<file path="config.mk">
export PLATFORM = sky130hd
export DESIGN_NAME = calc_ctrl
export DESIGN_NICKNAME = d
export VERILOG_FILES = /design/src/rtl/calc_pkg.sv /design/src/rtl/calc_op_map.sv /design/src/rtl/calc_ctrl.sv
export SDC_FILE = /design/constraint.sdc
export NUM_CORES = 1
export LEC_CHECK = 0
export ABC_AREA = 1
export CORE_UTILIZATION = 50
export CTS_BUF_LIST = sky130_fd_sc_hd__clkbuf_8
export DETAILED_ROUTE_END_ITERATION = 10
export PLACE_DENSITY = 0.84
export SYNTH_ARGS = -nofsm -noshare
export SYNTH_HDL_FRONTEND = slang
export SYNTH_HIERARCHICAL = 1
export SYNTH_SLANG_ARGS = --single-unit
</file>
<file path="constraint.sdc">
create_clock -name clk -period 4.03 [get_ports clk]
set_input_delay 1.0075 -clock clk [delete_from_list [all_inputs] [get_ports clk]]
set_output_delay 1.0075 -clock clk [all_outputs]
set_load 0.01 [all_outputs]
</file>
<file path="src/rtl/calc_pkg.sv">
// rtl/calc_pkg.sv - shared types and op-code table for the calculator controller
//
// Purpose : FSM state type, 4-bit ALU op-code constants and the
//           {btn_a,btn_b,btn_c} -> alu_op lookup table.
// Ports   : none (package)
package calc_pkg;

   typedef enum logic [1:0] {
      ST_IDLE  = 2'd0,
      ST_ISSUE = 2'd1,
      ST_WAIT  = 2'd2,
      ST_WB    = 2'd3
   } state_t;

   // Op codes named after the button pattern that selects them.
   localparam logic [3:0] OP_ABC_000 = 4'h2;
   localparam logic [3:0] OP_ABC_001 = 4'h0;
   localparam logic [3:0] OP_ABC_010 = 4'hD;
   localparam logic [3:0] OP_ABC_011 = 4'h9;
   localparam logic [3:0] OP_ABC_100 = 4'h4;
   localparam logic [3:0] OP_ABC_101 = 4'h1;
   localparam logic [3:0] OP_ABC_110 = 4'h7;
   localparam logic [3:0] OP_ABC_111 = 4'hA;

   // Entry [i] is the op code for {btn_a,btn_b,btn_c} == i.
   localparam logic [7:0][3:0] OP_TABLE = {
      OP_ABC_111, OP_ABC_110, OP_ABC_101, OP_ABC_100,
      OP_ABC_011, OP_ABC_010, OP_ABC_001, OP_ABC_000
   };

   function automatic logic [3:0] op_lookup(input logic [2:0] abc);
      return OP_TABLE[abc];
   endfunction

endpackage

</file>
<file path="src/rtl/calc_op_map.sv">
// rtl/calc_op_map.sv - combinational button-to-op-code mapper
//
// Purpose : translate the three op-select button levels into an ALU op code.
// Ports   : abc_i [2:0] {btn_a,btn_b,btn_c}
//           op_o  [3:0] ALU op code
module calc_op_map
   import calc_pkg::*;
(
   input  logic [2:0] abc_i,
   output logic [3:0] op_o
);

   assign op_o = op_lookup(abc_i);

endmodule

</file>
<file path="src/rtl/calc_ctrl.sv">
// rtl/calc_ctrl.sv - button-driven accumulator controller issuing requests to an external ALU
//
// Purpose : edge-detect exec/clr buttons, issue one ALU request per exec,
//           wait (with timeout) for the result and write it to the accumulator.
// Ports   : clk, rst (sync, active high)
//           btn_a/b/c     op-select levels      btn_exec/btn_clr raw button levels
//           operand       second operand
//           alu_req/alu_op/alu_a/alu_b          ALU issue
//           alu_done/alu_result/alu_ovf         ALU return
//           acc, busy, done, zero, ovf, err     status
// Config  : CALC_OVF_HOLD_EN - when defined, an overflowing result leaves acc
//           unchanged and sets a sticky ovf flag.
module calc_ctrl
   import calc_pkg::*;
#(
   parameter int WIDTH   = 16,
   parameter int TIMEOUT = 15
) (
   input  logic             clk,
   input  logic             rst,
   input  logic             btn_a,
   input  logic             btn_b,
   input  logic             btn_c,
   input  logic             btn_exec,
   input  logic             btn_clr,
   input  logic [WIDTH-1:0] operand,
   output logic             alu_req,
   output logic [3:0]       alu_op,
   output logic [WIDTH-1:0] alu_a,
   output logic [WIDTH-1:0] alu_b,
   input  logic             alu_done,
   input  logic [WIDTH-1:0] alu_result,
   input  logic             alu_ovf,
   output logic [WIDTH-1:0] acc,
   output logic             busy,
   output logic             done,
   output logic             zero,
   output logic             ovf,
   output logic             err
);

   localparam int CNT_W = $clog2(TIMEOUT + 1);
   localparam logic [CNT_W-1:0] CNT_LAST = CNT_W'(TIMEOUT - 1);

   state_t           state_q, state_d;
   logic             exec_prev_q, clr_prev_q;
   logic [3:0]       op_q, op_d;
   logic [WIDTH-1:0] a_q, a_d;
   logic [WIDTH-1:0] b_q, b_d;
   logic [WIDTH-1:0] res_q, res_d;
   logic             rovf_q, rovf_d;
   logic [CNT_W-1:0] cnt_q, cnt_d;
   logic [WIDTH-1:0] acc_q, acc_d;
   logic             zero_q, zero_d;
   logic             ovf_q, ovf_d;
   logic             err_q, err_d;
   logic             done_q, done_d;
   logic [3:0]       op_sel;
   logic             exec_edge, clr_edge;

   calc_op_map u_op_map (
      .abc_i ({btn_a, btn_b, btn_c}),
      .op_o  (op_sel)
   );

   assign exec_edge = btn_exec & ~exec_prev_q;
   assign clr_edge  = btn_clr  & ~clr_prev_q;

   always_comb begin
      state_d = state_q;
      op_d    = op_q;
      a_d     = a_q;
      b_d     = b_q;
      res_d   = res_q;
      rovf_d  = rovf_q;
      cnt_d   = cnt_q;
      acc_d   = acc_q;
      zero_d  = zero_q;
      ovf_d   = ovf_q;
      err_d   = err_q;
      done_d  = 1'b0;

      // Clear preempts everything, including a result arriving this cycle.
      if (clr_edge) begin
         state_d = ST_IDLE;
         acc_d   = '0;
         zero_d  = 1'b1;
         ovf_d   = 1'b0;
         err_d   = 1'b0;
         cnt_d   = '0;
      end else begin
         case (state_q)
            ST_IDLE: begin
               // Exec edges outside IDLE fall through untouched, so they are dropped.
               if (exec_edge) begin
                  op_d    = op_sel;
                  a_d     = acc_q;
                  b_d     = operand;
                  state_d = ST_ISSUE;
               end
            end
            ST_ISSUE: begin
               cnt_d   = '0;
               state_d = ST_WAIT;
            end
            ST_WAIT: begin
               if (alu_done) begin
                  res_d   = alu_result;
                  rovf_d  = alu_ovf;
                  state_d = ST_WB;
               end else if (cnt_q == CNT_LAST) begin
                  err_d   = 1'b1;
                  state_d = ST_IDLE;
               end else begin
                  cnt_d = cnt_q + 1'b1;
               end
            end
            ST_WB: begin
               done_d  = 1'b1;
               state_d = ST_IDLE;
`ifdef CALC_OVF_HOLD_EN
               if (rovf_q) begin
                  ovf_d = 1'b1;
               end else begin
                  acc_d  = res_q;
                  zero_d = (res_q == '0);
               end
`else
               acc_d  = res_q;
               zero_d = (res_q == '0);
               ovf_d  = rovf_q;
`endif
            end
            default: state_d = ST_IDLE;
         endcase
      end
   end

   always_ff @(posedge clk) begin
      if (rst) begin
         state_q     <= ST_IDLE;
         exec_prev_q <= 1'b0;
         clr_prev_q  <= 1'b0;
         op_q        <= '0;
         a_q         <= '0;
         b_q         <= '0;
         res_q       <= '0;
         rovf_q      <= 1'b0;
         cnt_q       <= '0;
         acc_q       <= '0;
         zero_q      <= 1'b1;
         ovf_q       <= 1'b0;
         err_q       <= 1'b0;
         done_q      <= 1'b0;
      end else begin
         state_q     <= state_d;
         exec_prev_q <= btn_exec;
         clr_prev_q  <= btn_clr;
         op_q        <= op_d;
         a_q         <= a_d;
         b_q         <= b_d;
         res_q       <= res_d;
         rovf_q      <= rovf_d;
         cnt_q       <= cnt_d;
         acc_q       <= acc_d;
         zero_q      <= zero_d;
         ovf_q       <= ovf_d;
         err_q       <= err_d;
         done_q      <= done_d;
      end
   end

   assign alu_req = (state_q == ST_ISSUE);
   assign alu_op  = op_q;
   assign alu_a   = a_q;
   assign alu_b   = b_q;
   assign acc     = acc_q;
   assign busy    = (state_q != ST_IDLE);
   assign done    = done_q;
   assign zero    = zero_q;
   assign ovf     = ovf_q;
   assign err     = err_q;

endmodule
</file>
### Yosys cells after proc, flatten, opt, wreduce, memory -nomap -nowiden

Memory sizes are Yosys's and may differ from the RTL's. A register that Yosys moved wholly into a read port is not among the register bits.
Index checks and enable logic that the tools add are counted.

| word-level totals | value |
|---|---|
| register bits after elaboration | 77 |
| bits in read-only memories | 32 |
| input port bits | 41 |
| output and inout port bits | 58 |
| logic and storage cells | 47 |
| memories | 1 |

| operators by class | value |
|---|---|
| add/sub/neg operators | 1 |
| equal/unequal tests | 8 |
| mux-type cells | 8 |
| bitwise gates (word level) | 6 |
| reductions and logical operators | 10 |

Memory list:

| memory | words | width | read ports | clocked after Yosys merged registers in | wr ports | line | text |
|---|---|---|---|---|---|---|---|
| (name not given) | 8 | 4 | 1 | 1 | 0 | calc_pkg.sv:32 | `return OP_TABLE[abc];` |

Operators with widths:

| cell | number |
|---|---|
| 16-bit logical NOT | 1 |
| 3-bit AND reduction | 4 |
| 4-bit two-way mux | 2 |
| 2-bit case mux with 4 select lines | 1 |
| 4-bit case mux with 2 select lines | 1 |
| 2-bit two-way mux | 3 |
| 2-bit != test (second input constant) | 3 |
| 4-bit by 1-bit adder with 4-bit output (second input constant) | 1 |
| 2-bit == test (second input constant) | 2 |
| 4-bit == test (second input constant) | 1 |
| 1-bit inverter | 4 |
| 2-bit nonzero test | 2 |
| 3-bit != test (second input constant) | 1 |
| 1-bit bitwise AND | 2 |
| 2-bit by 1-bit == test with 1-bit output (second input constant) | 1 |
| 2-bit logical NOT | 1 |
| 2-bit AND reduction | 1 |
| 2-bit OR reduction | 1 |
| 1-bit two-way mux | 1 |

### Logic depth before layout (Yosys ltp)

| logic depth | value |
|---|---|
| word-level depth | 4 |
| depth in mapped cells | 11 |
| depth with buffers taken out | 10 |

### By module

The synthesis kept the hierarchy.

Modules (own cells, without submodules):

| module | times used | cells each | area each (um^2) | sequential area each (um^2) |
|---|---|---|---|---|
| calc_ctrl | 1 | 403 | 3118.0 | 1621.6 |
| calc_op_map | 1 | 17 | 92.6 | 0.0 |

### Worst setup path before layout

OpenSTA, ideal clock, no wires.

| path | value |
|---|---|
| kind | register to output |
| from | reg state_q[0] |
| to | out busy |
| data arrival time | 781 ps |
| required time | 3023 ps |
| path slack | 2241 ps |
| cell stages (with the launch flop) | 4 |
| buffers on the path | 0 |
| path through | dfxtp_1 inv_1 ha_1 inv_1 |

| on the way | value |
|---|---|
| cells in the longest elaborated chain, start to end | 1 |

RTL lines:

| item | line | text |
|---|---|---|
| start: declaration | calc_ctrl.sv:45 | `state_t state_q, state_d;` |
| start signal: assignment | calc_ctrl.sv:156 | `state_q <= state_d;` |
| 2-bit nonzero test | calc_ctrl.sv:178 | `assign busy = (state_q != ST_IDLE);` |
| end: declaration | calc_ctrl.sv:35 | `output logic busy,` |

No other way between the ends.

### Worst setup path in the final report

Ends and elaborated chain as after synthesis.

==> impl_metrics.yaml <==
floorplan:
  start_util: 0.5297
  die_w_um: 82.13
  num_io_pins: 99
  core_area_mm2: 0.006061
  die_h_um: 82.13
  dieArea_mm2: 0.006745
  rows: 28
run_status:
  status: "finished, final reports clean"
setup_path:
  cp.arrival_ns: 1.72
  r2r_slack_ns: 2.11
  cp_max_fo: 4
  crit_required_ns: 3.02
  endpoint_kind: "primary output"
  cp-start-kind: "register"
  worst-setup-path-type: "reg2out"
place:
  dpl_cell_area_mm2: 0.004174
  gp_congestion: 0.8430
  numPortBuffers: 98
  place.detailed.instances: 575
  hpwl_um: 5199
logic_synthesis:
  synth-seq-cells: 81
  syn_area_mm2: 0.003211
  syn_avg_cell_area_um2: 7.644
  synth_area_leader_cell: "dfxtp_1"
  synthTopCellsByArea: "dfxtp_1, nor2_1, o21ai_0"
  synth_edf_count: 0
  ys_warn_count: 6
  syn_nets: 471
  ys_types: 23
  synth_top_cell_area_share: 0.5051
  synthFlopType: "dfxtp_1"
  async_flop_share: 0
  ys_seq_area_frac: 0.5051
  netlist_instances: 420
clocking:
  cts_tree: "built"
  clock_latency_ns: 0.34
  clock_path_buffers: 2
  cts_setup_buffers: 0
  cts_made_buffers: 9
  cts_hold_buf: 0
  h-tree-depth: 3
  cts_sinks: 81
  ctsRootBufferMaster: "clkbuf_8"
  clk_pin_slew_ns: 0.08
  ctsResizeCount: 0
layout:
  stdcell_area_mm2: 0.004403
  drive_gt1_frac: 0.05631
  area_delta_synth_final_pct: 37.14
  layoutNonFillerInstCount: 590
  finalNetCount: 562
  final_common_cell: "clkdlybuf4s50_1"
  final_cell_mix: "clkdlybuf4s50_1, nor2_1, dfxtp_1"
  diodes: 0
route:
  drc_errors: 0
  drt-initial-drc-count: 119
  vias: 2928
  antenna_left: 0
  wl_per_cell_um: 12.82
  dr.pass1.iters: 4
  wirelength_um: 7561
  vias_per_cell: 4.963
grt:
  grt_max_degree: 54
  antenna_found_initial: 0
  grt_pass1_wl_um: 11750
  grt_pass1_vias: 2631
  overflow: 0
  track_usage: 0.2291
sta:
  setup_tns_ns: 0
  finalCritPeriodShare: 0.6761
  period_needed_ns: 2.725
  max_slew.worst_pin.slew_ns: 0.7739
  whs_ns: 0.4674
  rsz0062_at_grt: "false"
  setup_viol: 0
  relSlewSlack: 0.4828
  skew_ns: 0.006899
  fmax_ghz: 0.3670
  finalHoldViolCount: 0
  maxSlewViolCount: 0
power:
  p_leak_nw: 1.722
  irDropWorstVdd_v: 0.0002869
  power.density_mw_per_mm2: 401.4
job:
  cap_violations: 0
worst_hold_path:
  min_path_type: "reg2reg"
## cells by family after synthesis
| logic type | synth area share |
|---|---|
| buf+inv | 0.07833 |
| compound gates | 0.1325 |
| simple gates | 0.2451 |
| fa+ha+maj | 0.03897 |
| flops | 0.5051 |
## metrics by stage
stage / setup slack, ns / util / power, mW
2_1_floorplan: 2.241 / - / 0.9962
3_3_place_gp: 1.354 / 0.6887 / 1.108
3_5_place_dp: 1.308 / 0.6887 / 1.116
4_1_cts: 1.302 / 0.7265 / 1.777
5_1_grt: 1.229 / 0.7265 / 1.842
6_report: 1.305 / 0.7265 / 1.768
## worst max-delay path, stage by stage (launching register included)
cell,delay [ns]
dfxtp_1,0.40
inv_1,0.11
ha_1,0.26
inv_1,0.07
clkdlybuf4s50_1,0.53
## path summary, 6_finish.rpt
check        depth (start not counted)        to       start
min                                  2    acc[4]    res_q[4]
max reg2reg                          6  alu_a[2]  state_q[1]
min reg2reg                          2    acc[4]    res_q[4]
max                                  4      busy  state_q[0]
## cell type report
| type | instances | area (um^2) |
|---|---|---|
| Clock buffer | 12 | 165.2 |
| Inverter | 34 | 132.6 |
| Tap cell | 75 | 93.84 |
| Clock inverter | 3 | 63.81 |
| Multi-Input combinational cell | 286 | 1338 |
| Fill cell | 453 | 1658 |
| Timing Repair Buffer | 99 | 988.4 |
| Sequential cell | 81 | 1622 |
## flip-flops by register name, summed over array words and instances (netlist names)
name,flops
err,1
clr_prev_q,1
acc,16
alu_a,16
rovf_q,1
exec_prev_q,1
ovf,1
alu_op,4
alu_b,16
cnt_q,4
done,1
res_q,16
state_q,2
zero,1
## synth_stat cells (2+ instances only)
cell type / count
a21oi_1: 30
buf_2: 7
buf_6: 2
clkbuf_1: 5
clkbuf_2: 3
dfxtp_1: 81
ha_1: 10
inv_1: 31
inv_2: 2
nand2_1: 67
nand2_2: 2
nand3_1: 12
nand4_1: 3
nor2_1: 97
nor2_2: 7
o21ai_0: 54
## power breakdown
part	switching [mW]	internal, mW	leakage, nW
sequential	0.0199	0.835	0.659
clock	0.275	0.395	0.120
combinational	0.118	0.125	0.943
## per-layer routing
layer	share of wire	track usage
met1	0.45	0.2745
met2	0.46	0.3851
met3	0.068	0.05275
met4	0.021	0.1123
met5	0	0
Note: power is estimated with default switching activity, not from simulation.
